## config.mk

```make
export PLATFORM = sky130hd
export DESIGN_NAME = guess_round_ctrl
export DESIGN_NICKNAME = d
export VERILOG_FILES = /design/src/rtl/guess_round_ctrl.sv
export SDC_FILE = /design/constraint.sdc
export NUM_CORES = 1
export LEC_CHECK = 0
export CORE_MARGIN = 3
export CORE_UTILIZATION = 28
export DETAILED_ROUTE_END_ITERATION = 8
export GPL_TIMING_DRIVEN = 0
export PLACE_DENSITY = 0.61
export SYNTH_ARGS = -nofsm -noshare
export SYNTH_HDL_FRONTEND = slang
export SYNTH_SLANG_ARGS = --single-unit
```

## constraint.sdc

```tcl
create_clock -name clk -period 1.6 [get_ports clk]
set_clock_uncertainty 0.15 [all_clocks]
set_input_delay 0.32 -clock clk [delete_from_list [all_inputs] [get_ports clk]]
set_output_delay 0.32 -clock clk [all_outputs]
set_load 0.02 [all_outputs]
```

## src/rtl/guess_round_ctrl.sv

```systemverilog
// -----------------------------------------------------------------------------
// guess_round_ctrl
// Round controller for the VGA guessing game. It walks one round through
// IDLE -> ARM -> CHECK -> WIN/MISS/LOSE -> DONE. A round allows several
// attempts, forces a LOSE when no answer arrives within a number of seg3
// ticks, keeps a saturating score of rounds won and reacts only to the rising
// edge of the debounced button.
//
// Ports
//   clk            system clock, all state updates on its rising edge
//   reset          asynchronous, active-low reset
//   seg3           one-cycle timebase tick, synchronous to clk
//   button         debounced button level (only its rising edge is used)
//   guess          1 = current guess is correct, sampled in CHECK
//   clr_score      synchronous score clear, honoured in every state
//   state          0 IDLE,1 ARM,2 CHECK,3 WIN,4 LOSE,5 DONE,6 MISS
//   score          rounds won, saturates at all-ones
//   attempts_left  guesses remaining in the current round
//   timeout        high while in LOSE when LOSE was reached by timeout
//   round_done     high for the single cycle spent in DONE
// -----------------------------------------------------------------------------
module guess_round_ctrl #(
  parameter  int MAX_ATTEMPTS  = 3,
  parameter  int TIMEOUT_TICKS = 8,
  parameter  int SCORE_W       = 4,
  localparam int ATT_W         = $clog2(MAX_ATTEMPTS + 1),
  localparam int TICK_W        = $clog2(TIMEOUT_TICKS)
) (
  input  logic               clk,
  input  logic               reset,
  input  logic               seg3,
  input  logic               button,
  input  logic               guess,
  input  logic               clr_score,
  output logic [2:0]         state,
  output logic [SCORE_W-1:0] score,
  output logic [ATT_W-1:0]   attempts_left,
  output logic               timeout,
  output logic               round_done
);

  // The encoding is the public interface to the renderer; do not reorder.
  typedef enum logic [2:0] {
    S_IDLE  = 3'd0,
    S_ARM   = 3'd1,
    S_CHECK = 3'd2,
    S_WIN   = 3'd3,
    S_LOSE  = 3'd4,
    S_DONE  = 3'd5,
    S_MISS  = 3'd6
  } state_t;

  state_t             r_state,    w_state_nxt;
  logic [SCORE_W-1:0] r_score,    w_score_nxt;
  logic [ATT_W-1:0]   r_attempts, w_attempts_nxt;
  logic [TICK_W-1:0]  r_tick_cnt, w_tick_cnt_nxt;
  logic               r_timeout,  w_timeout_nxt;
  logic               r_button_q;
  logic               w_btn_rise;

  // button_q is sampled every cycle so a level held through WIN/LOSE/MISS
  // never looks like a fresh press once ARM is re-entered.
  assign w_btn_rise = button & ~r_button_q;

  // NOTE: sequential state uses non-blocking assignments only, so every
  // register samples the pre-edge values regardless of statement order.
  always_ff @(posedge clk or negedge reset) begin
    if (!reset) begin
      r_state    <= S_IDLE;
      r_score    <= '0;
      r_attempts <= ATT_W'(MAX_ATTEMPTS);
      r_tick_cnt <= '0;
      r_timeout  <= 1'b0;
      r_button_q <= 1'b0;
    end else begin
      r_state    <= w_state_nxt;
      r_score    <= w_score_nxt;
      r_attempts <= w_attempts_nxt;
      r_tick_cnt <= w_tick_cnt_nxt;
      r_timeout  <= w_timeout_nxt;
      r_button_q <= button;
    end
  end

  always_comb begin
    // NOTE: every next-value is defaulted to "hold" before the case so no
    // path through the logic can infer a latch.
    w_state_nxt    = r_state;
    w_score_nxt    = r_score;
    w_attempts_nxt = r_attempts;
    w_tick_cnt_nxt = r_tick_cnt;
    w_timeout_nxt  = r_timeout;

    case (r_state)
      S_ARM: begin
        // A press beats a coincident tick: the answer arrived in time.
        if (w_btn_rise) begin
          w_state_nxt    = S_CHECK;
          w_tick_cnt_nxt = '0;
        end else if (seg3) begin
          if (r_tick_cnt == TICK_W'(TIMEOUT_TICKS - 1)) begin
            w_state_nxt   = S_LOSE;
            w_timeout_nxt = 1'b1;
          end else begin
            w_tick_cnt_nxt = r_tick_cnt + TICK_W'(1);
          end
        end
      end

      S_CHECK: begin
        if (guess) begin
          w_state_nxt = S_WIN;
          if (r_score != '1) w_score_nxt = r_score + SCORE_W'(1);
        end else begin
          w_attempts_nxt = r_attempts - ATT_W'(1);
          w_timeout_nxt  = 1'b0;
          w_state_nxt    = (r_attempts == ATT_W'(1)) ? S_LOSE : S_MISS;
        end
      end

      S_MISS: begin
        if (seg3) begin
          w_state_nxt    = S_ARM;
          w_tick_cnt_nxt = '0;
        end
      end

      S_WIN, S_LOSE: begin
        if (seg3) w_state_nxt = S_DONE;
      end

      S_DONE: w_state_nxt = S_IDLE;

      // IDLE, and the unused code 7 which recovers exactly like IDLE.
      default: begin
        w_attempts_nxt = ATT_W'(MAX_ATTEMPTS);
        w_tick_cnt_nxt = '0;
        w_timeout_nxt  = 1'b0;
        w_state_nxt    = seg3 ? S_ARM : S_IDLE;
      end
    endcase

    // Clearing wins over a same-cycle increment from CHECK.
    if (clr_score) w_score_nxt = '0;
  end

  assign state         = r_state;
  assign score         = r_score;
  assign attempts_left = r_attempts;
  assign timeout       = r_timeout & (r_state == S_LOSE);
  assign round_done    = (r_state == S_DONE);

endmodule

```

==> impl_metrics.tcl, run 1 <==
set metrics [dict create \
    rows 18 \
    drv_slew 0 \
    antenna_left 0 \
    fin_ws_ns -0.115 \
    rsz0062_at_grt "true" \
    dpl_cell_area_um2 1010 \
    h-tree-depth 1 \
    synth_top_area_share_pct 37.3 \
    layout_common_cells "buf_4, dfrtp_1, nor2_1, nand2_1, dlygate4sd2_1" \
    max_slew_margin_pct 55.7 \
    crit_path_start "state[1]" \
    final_layout_size_suffix_gt1_share_pct 33.6 \
    setup_viol 5 \
    cp_max_fo 3 \
    worstSetupStartpointType "flop" \
    die_w_um 59.6 \
    cts.sinks 14 \
    ys_seq_area_share_pct 43.8 \
    crit_type "flop to output port" \
    drv_cap 0 \
    final_area_um2 1130 \
    drtPass1Iterations 4 \
    leakagePower_nw 0.533 \
    vias 708 \
    io_buffers 15 \
    cts_tree "done" \
    yosys_warnings 0 \
    outcome "finished with violations" \
    drc 0 \
    crit_arrival_ns 1.25 \
    max_freq_ghz 0.583 \
    synth.net_count 92 \
    timing.final.crit_period_ns 1.72 \
    rrSetupSlack_ns -0.03 \
    antenna_found_initial 0 \
    vias_per_cell 5.06 \
    place_congestion 0.733 \
    min_period_over_period_pct 107 \
    mostFrequentLayoutCell "buf_4" \
    area_growth_pct 40.5 \
    grt_pass1_wl_um 3160 \
    r2r-end "r_tick_cnt[0]" \
    drt_iter0_drc 11 \
    top_level_ports 17 \
    synthTopCellsByArea "dfrtp_1, dfstp_2, ha_1, mux2i_1, nor2_1" \
    grt_max_degree 15 \
    hold_class "input pin to async pin" \
    dp_hpwl_um 1220 \
    synth-seq-cells 14 \
    cp_data_required_time_ns 1.13 \
    clk_latency_ns 0.29 \
    overflow 0 \
    hold_viol 0 \
    regToRegStartpoint "state[2]" \
    path_clk_slew_ns 0.09 \
    power.density_nw_per_um2 1570 \
    diodes 0 \
    syn_area_per_cell_um2 9.83 \
    cts_buffers 3 \
    synth_cells 82 \
    coreArea_um2 2610 \
    wl_per_cell_um 13.2 \
    start_util_pct 30.8 \
    cp-end-kind "output port" \
    p_total_mw 1.77 \
    synth_cell_types 33 \
    fin_util_pct 43.3 \
    syn_area_um2 806 \
    grt_usage_pct 11.9 \
    reg2reg_depth 4 \
    cts-root-buf "clkbuf_4" \
    worst_pin_slew_ns 0.662 \
    routed_wl_um 1850 \
    crit_end "timeout" \
    grt_pass1_vias 762 \
    vdd_drop_max_v 0.000888 \
    die_h_um 59.6 \
    clockBufferDepth 2 \
    die_area_um2 3560 \
    postCtsHoldBufs 0 \
    nets 121 \
    violations "negative setup slack" \
    synth_area_leader_cell "dfrtp_1" \
]
-- logic make-up (layout without fill, tap and decap cells) --
group	Yosys count	after routing	synth area share, %
adder cells (fa/ha/maj)	4	4	6.21
flip-flops	14	14	43.8
AND/OR/NAND/NOR	35	35	25.3
AO/OA/AOI/OAI	16	16	12.9
multiplexers	4	4	5.12
buffers and inverters	7	35	4.50
XOR/XNOR	2	2	2.17
-- what timing repair did --
action	4_1_cts	5_1_grt
gates cloned	0	0
resized for setup	34	9
setup buffers	8	2
endpoints found under the setup margin	16	10
pin swaps	2	6
-- worst max-delay path, stage by stage (launching register included) --
cell     delay (ns)
dfrtp_1        0.41
buf_6          0.13
nor4b_2        0.23
buf_4          0.18
-- cells in the mapped netlist --
cell type	n
o22ai_1	1
nand2b_1	3
ha_1	4
nor3_1	1
nand2b_4	1
o31a_1	1
o21ai_0	5
nor2b_1	3
a21oi_1	3
o211ai_1	2
nor3b_2	1
nand3_1	5
mux2i_1	3
or3_4	1
nor4b_1	1
dfstp_2	2
nor3b_1	1
clkbuf_1	1
dfrtp_1	12
a22o_1	2
o21bai_1	1
and2_1	1
nor2_1	7
and3_1	2
nand2_1	6
and3b_1	1
nand4_1	1
buf_2	2
o2bb2ai_1	1
xor2_1	2
buf_6	1
inv_1	3
mux2_1	1
-- flip-flops by register name (all words and copies together), names as in the netlist --
signal         count
attempts_left      2
r_button_q         1
r_tick_cnt         3
r_timeout          1
score              4
state              3
-- layout make-up --
type	instances	area, um^2
Fill cell	267	1480
Multi-Input combinational cell	61	465
Tap cell	30	37.5
Inverter	3	11.3
Clock buffer	4	26.3
Timing Repair Buffer	25	210
Buffer	3	26.3
Sequential cell	14	355
-- report_power, final --
part	internal (mW)	total, mW	switching [mW]
clock	0.0969	0.223	0.126
sequential	0.447	0.514	0.0674
combinational	0.520	1.04	0.516
total	1.06	1.77	0.709
-- routing by layer --
layer  vias to the layer above  global-route usage (%)  routed length, um
li1                        347                       -                  -
met1                       342                    13.4                831
met2                        19                    20.4                925
met3                         0                    4.58                 93
met4                         0                    4.11                  0
met5                         -                       0                  0
-- how the worst min path moves through the flow --
| stage | end |
|---|---|
| final | r_tick_cnt[2] |
| after global routing | r_timeout |
| after CTS | r_timeout |
| after detailed placement | r_timeout |
| after global placement | r_timeout |
| after floorplan | r_button_q |
-- through the flow --
stage	setup slack (ns)	std cells	setup TNS, ns	hold slack [ns]
6_report	-0.115	140	-0.226	0.278
5_1_grt	-0.173	140	-0.493	0.282
4_1_cts	-0.135	139	-0.211	0.248
3_5_place_dp	-0.400	127	-2.73	0.331
3_3_place_gp	-0.386	127	-2.59	0.320
2_1_floorplan	-0.0688	82	-0.0776	-0.126
(Power assumes the default switching activity.)
==> run 2: changes to the inputs <==
==> constraint.sdc (replaced) <==
create_clock -name clk -period 1.6 [get_ports clk]
set_clock_uncertainty 0.15 [all_clocks]
set_input_delay 0.16 -clock clk [delete_from_list [all_inputs] [get_ports clk]]
set_output_delay 0.16 -clock clk [all_outputs]
set_load 0.02 [all_outputs]
==> run 2 against run 1 <==
The run still ends with negative setup slack left. Clock-buffer cell count did not move. Via count fell by 2.5%. Utilization barely moved. First-iteration DRC count rose by 36%. Largest cell class unchanged. Flip-flop and latch count did not move. Global-route usage barely moved.
==> impl_metrics.tcl, run 2 (synthesis results as in run 1) <==
set metrics [dict create \
    outcome "finished with violations" \
    violations "negative setup slack" \
    grt_pass1_wl_um 3150 \
    rows 18 \
    switchingPower_uw 693 \
    grt_pass1_vias 747 \
    cts-root-buf "clkbuf_4" \
    clk_latency_ns 0.29 \
    die_w_um 59.6 \
    cts_buffers 3 \
    path_buf_inv 1 \
    worstSetupStartpointType "flop" \
    grt_max_degree 15 \
    vias_per_cell 4.96 \
    crit_type "flop to flop" \
    timing.final.crit_period_ns 1.64 \
    h-tree-depth 1 \
    path_clk_slew_ns 0.10 \
    fin_ws_ns -0.0426 \
    area_growth_pct 40.4 \
    p_int_mw 1.06 \
    start_util_pct 30.8 \
    cp_data_required_time_ns 1.68 \
    hold_viol 0 \
    mostFrequentLayoutCell "buf_4" \
    final_area_um2 1130 \
    tns_ns -0.114 \
    leakagePower_nw 0.539 \
    cts.sinks 14 \
    cp_max_fo 5 \
    setup_viol 4 \
    min_period_over_period_pct 103 \
    hold_class "input pin to async pin" \
    postCtsHoldBufs 0 \
    drv_cap 0 \
    die_h_um 59.6 \
    place_congestion 0.733 \
    nFillCells 273 \
    dp_hpwl_um 1220 \
    die_area_um2 3560 \
    largest_reg_flops 4 \
    cts_tree "done" \
    dpl_cell_area_um2 1010 \
    pwr-share-clk_pct 12.7 \
    vdd_drop_max_v 0.000963 \
    routed_wl_um 1810 \
    sw_frac_of_total_pct 39.5 \
    power_frac_comb_pct 58.8 \
    clockBufferDepth 2 \
    vias 690 \
    critPathSlowestCell "dfrtp_2" \
    io_buffers 15 \
    crit_arrival_ns 1.72 \
    drv_slew 0 \
    nets 120 \
    power.density_nw_per_um2 1550 \
    grt_usage_pct 11.9 \
    top_level_ports 17 \
    diodes 0 \
    final_layout_size_suffix_gt1_share_pct 28.4 \
    layout_common_cells "buf_4, dfrtp_1, dlygate4sd2_1" \
    cp-end-kind "flop" \
    slowest_delay_ns 0.42 \
    max_slew_margin_pct 55.6 \
    worst_pin_slew_ns 0.664 \
    antenna_left 0 \
    antenna_found_initial 0 \
    regToRegStartpoint "state[2]" \
    wl_per_cell_um 13.0 \
    worstPathCellList "buf_6 > nand2b_4 > or3_4 > nor3b_4 > mux2_4" \
    coreArea_um2 2610 \
    crit_path_start "state[2]" \
    crit_family "simple AND/OR/NAND/NOR gates" \
    rsz0062_at_grt "true" \
    overflow 0 \
    drc 0 \
    drt_iter0_drc 15 \
    drtPass1Iterations 4 \
    p_seq_share_pct 28.5 \
    max_freq_ghz 0.609 \
]
run 2: cell type report:
cell class / instances / area [um^2] / area share, %
Buffer: 4 / 33.8 / 2.99
Clock buffer: 4 / 26.3 / 2.32
Inverter: 3 / 11.3 / 0.996
Multi-Input combinational cell: 61 / 469 / 41.5
Sequential cell: 14 / 355 / 31.4
Tap cell: 30 / 37.5 / 3.32
Timing Repair Buffer: 23 / 198 / 17.5
run 2: layer usage:
| layer | vias up | track usage, % | routed length, um |
|---|---|---|---|
| li1 | 346 | - | - |
| met1 | 327 | 13.7 | 799 |
| met2 | 17 | 20.1 | 920 |
| met3 | 0 | 4.58 | 93 |
| met4 | 0 | 3.80 | 0 |
| met5 | - | 0 | 0 |
run 2: repair_timing:
action,CTS,global route
setup endpoints to repair,15,12
pin swaps,1,3
gates cloned,0,0
setup buffers,6,2
resized for setup,22,12
run 2: metrics by stage:
stage | power, mW | setup slack (ns) | instances | hold WS, ns | util, %
finish | 1.76 | -0.0426 | 139 | 0.119 | 43.3
global route | 1.90 | -0.0926 | 139 | 0.157 | 43.3
CTS | 1.63 | -0.0317 | 137 | 0.0882 | 41.3
detailed placement | 1.32 | -0.240 | 127 | 0.331 | 38.6
global placement | 1.30 | -0.226 | 127 | 0.320 | 38.6
floorplan | 1.07 | -0.00475 | 82 | -0.286 | -
run 2: power by group through the flow:
| stage | logic (mW) | clock network [mW] | registers, mW |
|---|---|---|---|
| after detailed placement | 0.788 | 0 | 0.531 |
| final | 1.03 | 0.223 | 0.501 |
| after global routing | 1.13 | 0.249 | 0.516 |
| after global placement | 0.774 | 0 | 0.525 |
| after CTS | 0.896 | 0.232 | 0.499 |
| after floorplan | 0.479 | 0 | 0.588 |
run 2: path summary, 6_finish.rpt:
check | endpoint | depth (start not counted) | slack [ns]
min in group clk | r_timeout | 3 | 0.15
setup / recovery | r_tick_cnt[0] | 5 | -0.04
hold reg to reg | attempts_left[1] | 2 | 0.35
hold / removal | r_tick_cnt[2] | 1 | 0.12
setup reg to reg | r_tick_cnt[0] | 5 | -0.04
max in group asynchronous | state[2] | 1 | 0.72
==> RTL edit 1: new RTL, settings of run 1 <==
The parameter `TIMEOUT_TICKS` goes from 8 to 16.
--- a/src/rtl/guess_round_ctrl.sv
+++ b/src/rtl/guess_round_ctrl.sv
@@ -22,5 +22,5 @@
 module guess_round_ctrl #(
   parameter  int MAX_ATTEMPTS  = 3,
-  parameter  int TIMEOUT_TICKS = 8,
+  parameter  int TIMEOUT_TICKS = 16,
   parameter  int SCORE_W       = 4,
   localparam int ATT_W         = $clog2(MAX_ATTEMPTS + 1),
Behaviour: not the same (Yosys sat finds a counterexample within 10 cycles, from zero or initial values and one cycle with reset low).
==> RTL edit 1 against run 1 <==
  * The flow still finishes with violations (negative setup slack)
  * Area after synthesis grew 7.0%
  * Wire length grew 3.0%
  * Power fell by 5.7%
  * Maximum frequency shrank 0.82%
  * Worst setup slack worse by 14 ps
  * Final area rose by 0.99%
  * Critical path depth up 1
  * Highest routed layer is now met4
  * First-iteration DRC count rose to 3.4 times the old value
  * Sequential cell count increased by 1
  * Core utilization down 3.3 points
==> RTL edit 1: results (changes against run 1) <==
[routing]
wl_met3_um=97  ; was 93 um
wirelength_mm=1.91  ; was 1.85 mm
drt_iter0_drc=37  ; was 11
via_per_inst=5.09  ; was 5.06

[outcome]
violations=negative setup slack  ; unchanged
status=finished, violations left  ; unchanged

[pwr]
power_leakage_nw=0.533  ; about the same
ir_drop_uv=722  ; was 888 uV

[global_route]
grtUsageMet2=0.200  ; was 0.204
track_usage=0.117  ; was 0.119
use_met3=0.0419  ; was 0.0458
grt_pass1_vias=749  ; was 762
grt_pass1_wl_mm=3.28  ; was 3.16 mm

[setup_path]
r2r-end=state[2]  ; was r_tick_cnt[0]
r2r-start=state[1]  ; was state[2]
r2r_slack_ps=70  ; was -30 ps
slowest_delay_ps=430  ; was 410 ps
rr_worst_depth=6  ; was 4
worst_path_max_delay_cell=dfrtp_2  ; was dfrtp_1

[timing]
setup_ws_ps=-129  ; was -115 ps
setup_violations=2  ; was 5
tightest_slew_ps=674  ; was 662 ps

[layout]
stdcell_count=148  ; was 140
final_nets=127  ; was 121
area_growth_pct=32.7  ; was 40.5%
layout-drive-gt1-share=0.231  ; was 0.336

[clock_tree]
cts_resized=32  ; was 34

[yosys]
muxShareOfSynthArea=0.0232  ; was 0.0512
synth_xor_area_frac=0.0203  ; was 0.0217
synthTopCellsByCount=13 x dfrtp_1, 8 x nor2_1, 7 x inv_1  ; was 12 x dfrtp_1, 7 x nor2_1, 6 x nand2_1
synth_fp_nets=102  ; was 92
synth_compound_area_frac=0.168  ; was 0.129
synthAdderAreaFrac=0.0435  ; was 0.0621
ys_types=38  ; was 33
seq_area_frac_synth=0.438  ; about the same

[placed_design]
dp.cells=139  ; was 127
dp_slack_ps=-444  ; was -400 ps
place.gp.congestion=0.762  ; was 0.733

## RTL edit 1: cell count changes in the layout (fill, tap and decap cells not counted), moves of 3 or more
cell	run 1	this run
buf_4	12	5
inv_1	2	7
a31oi_1	0	3
o22ai_1	1	4
o21ai_0	3	0
## RTL edit 1: how the worst max path moves through the flow
stage	from	to	slack [ps]	cells past startpoint
floorplan	state[0]	timeout	50	3
global placement	state[0]	timeout	-430	4
detailed placement	state[0]	timeout	-440	4
CTS	state[0]	timeout	-150	4
global route	state[0]	timeout	-220	4
finish	state[0]	timeout	-130	4
## RTL edit 1: area by class of cell
class | count | area (sq um)
fillers | 294 | 1710
multi-input cells | 65 | 443
flip-flops and latches | 15 | 380
repair buffers | 20 | 171
plain buffers | 5 | 53.8
well taps | 31 | 38.8
inverters | 8 | 30.0
clock buffers | 4 | 26.3
## RTL edit 1: power by group
group / switching, mW / leakage [nW] / internal, mW
sequential: 0.0702 / 0.193 / 0.463
clock: 0.118 / 0.0150 / 0.0968
combinational: 0.487 / 0.326 / 0.437
==> RTL edit 2: new RTL, settings of run 1 <==
Made on the original files. Put a register stage on the outputs `timeout` and `round_done`, without a reset. The values now appear one clock later. The other outputs are not delayed to match. Comments in the files are not updated.
--- a/src/rtl/guess_round_ctrl.sv
+++ b/src/rtl/guess_round_ctrl.sv
@@ -148,6 +148,8 @@
   assign score         = r_score;
   assign attempts_left = r_attempts;
-  assign timeout       = r_timeout & (r_state == S_LOSE);
-  assign round_done    = (r_state == S_DONE);
+  always_ff @(posedge clk) begin
+    timeout    <= r_timeout & (r_state == S_LOSE);
+    round_done <= (r_state == S_DONE);
+  end
 
 endmodule
Function: changed (a bounded check fails within 10 cycles, from zero or initial values and one cycle with reset low).
==> RTL edit 2 against run 1 <==
  * The run still ends with negative setup slack left
  * Wire length down 0.59%
  * Worst setup slack better by 45 ps
  * Maximum frequency up 2.7%
  * Synthesized cell count down 4.9%
  * Count of clock-buffer cells in the layout unchanged
  * Area after synthesis up 7.0%
  * Final cell count down 5.0%
  * Sequential cell count up 2
  * Final area up 1.3%
  * Power down 10%
  * Critical path type is now flip-flop to flip-flop
  * Critical endpoint is now state[0]
  * Highest routed layer is now met4
==> RTL edit 2: results (changes against run 1) <==
[layout]
nClkBuffers=4  ; unchanged
final.fill_count=290  ; was 267
multi_input_cells=57  ; was 61
area_growth_pct=33.1  ; was 40.5%
clock_area_frac=0.0229  ; was 0.0232
inverters=2  ; was 3
multi_input_area_share=0.414  ; was 0.411
buffers=23  ; was 28
seq_share=0.345  ; was 0.314
final_nets=113  ; was 121
buf_share=0.178  ; was 0.209
layout-drive-gt1-share=0.245  ; was 0.336

[global_route]
grt_pass1_wl_mm=2.94  ; was 3.16 mm
grt_max_degree=15  ; unchanged
grt_pass1_vias=690  ; was 762
track_usage=0.107  ; was 0.119
antenna_found_initial=0  ; unchanged

[setup_path]
r2r-start=r_tick_cnt[0]  ; was state[2]
start_kind=flip-flop  ; unchanged
worstPathArrival_ps=1720  ; was 1250 ps
worst_path_max_delay_cell=or4b_1  ; was dfrtp_1
rr_worst_depth=5  ; was 4
cp_top_family=simple AND/OR/NAND/NOR gates  ; was flip-flops
endpoint=state[0]  ; was timeout
slowest_delay_ps=450  ; was 410 ps
crit_fanout=4  ; was 3

[timing]
relSlewSlack=0.556  ; was 0.557
setup_violations=2  ; was 5
setup_ws_ps=-70.4  ; was -115 ps

[placed_design]
portBuffers=16  ; was 15
place.gp.congestion=0.782  ; was 0.733
hpwlAfterDp_mm=1.31  ; was 1.22 mm

[clock_tree]
cts_buffers=3  ; unchanged
clkLatencyLatePin_ps=280
ctsLongestPathBuffers=2  ; unchanged
root_buffer=clkbuf_4  ; unchanged

[pwr]
p_comb_frac=0.488  ; was 0.584
powerDensity_nw_per_um2=1390  ; was 1570 nW/um^2
p_sw_frac=0.386  ; was 0.400
ir_drop_uv=638  ; was 888 uV
power_leakage_nw=0.512  ; was 0.533 nW

[yosys]
muxShareOfSynthArea=0.0247  ; was 0.0512
seq_area_frac_synth=0.456  ; was 0.438
synthTopCellsByCount=12 x dfrtp_1, 6 x a21oi_1, 6 x nor2b_1  ; was 12 x dfrtp_1, 7 x nor2_1, 6 x nand2_1
ys_types=37  ; was 33
synth_compound_area_frac=0.174  ; was 0.129
synthArstFlopShare=0.875  ; was 1.00
ys_ff_latch=16  ; was 14
synthAdderAreaFrac=0.0581  ; was 0.0621
synth_xor_area_frac=0  ; was 0.0217
synth_fp_nets=88  ; was 92
synth.top_cells.by_area=dfrtp_1 35%, dfstp_2 6.1%, ha_1 5.8%, dfxtp_1 4.6%, nor2b_1 4.4%  ; was dfrtp_1 37%, dfstp_2 6.5%, ha_1 6.2%, mux2i_1 3.7%, nor2_1 3.3%

[routing]
num_vias=719  ; was 708
drtPass1Iterations=4  ; unchanged
avgRoutedWirePerCell_um=13.8  ; was 13.2 um
drt_iter0_drc=24  ; was 11

[outcome]
violations=negative setup slack  ; unchanged
status=finished, violations left  ; unchanged

[worst_hold_path]
min_path_type=input port to async pin  ; unchanged

[RTL edit 2: changes by cell type in the layout (fill, tap and decap cells not counted), moves of 3 or more]
cell and change:
a21oi_1 +3, buf_4 -7, nand2_1 -6, nor2_1 -5
nor2b_1 +3, nor3_1 +3
[RTL edit 2: per-layer routing]
metal  GRT usage  vias to the layer above  routed length [um]
li1            -                      349                   -
met4      0.0394                        0                  21
met3      0.0377                        2                 123
met2       0.173                       17                 891
met1       0.130                      351                 801
met5           0                        -                   0
[RTL edit 2: through the flow]
stage / hold WS, ps / cells / TNS (ps) / setup WS (ps)
after floorplan: -126 / 78 / 0 / 3.67
after global placement: 330 / 125 / -2390 / -283
after detailed placement: 337 / 125 / -2710 / -327
after CTS: 297 / 131 / -56.2 / -56.2
after global routing: 322 / 133 / -272 / -152
final: 282 / 133 / -74.2 / -70.4
[RTL edit 2: timing repair]
item                                    CTS  global route
gates resized for setup                  21             4
endpoints found under the setup margin   15            10
setup buffers                             2             2
pin swaps                                 2             2
hold buffers                              0             0
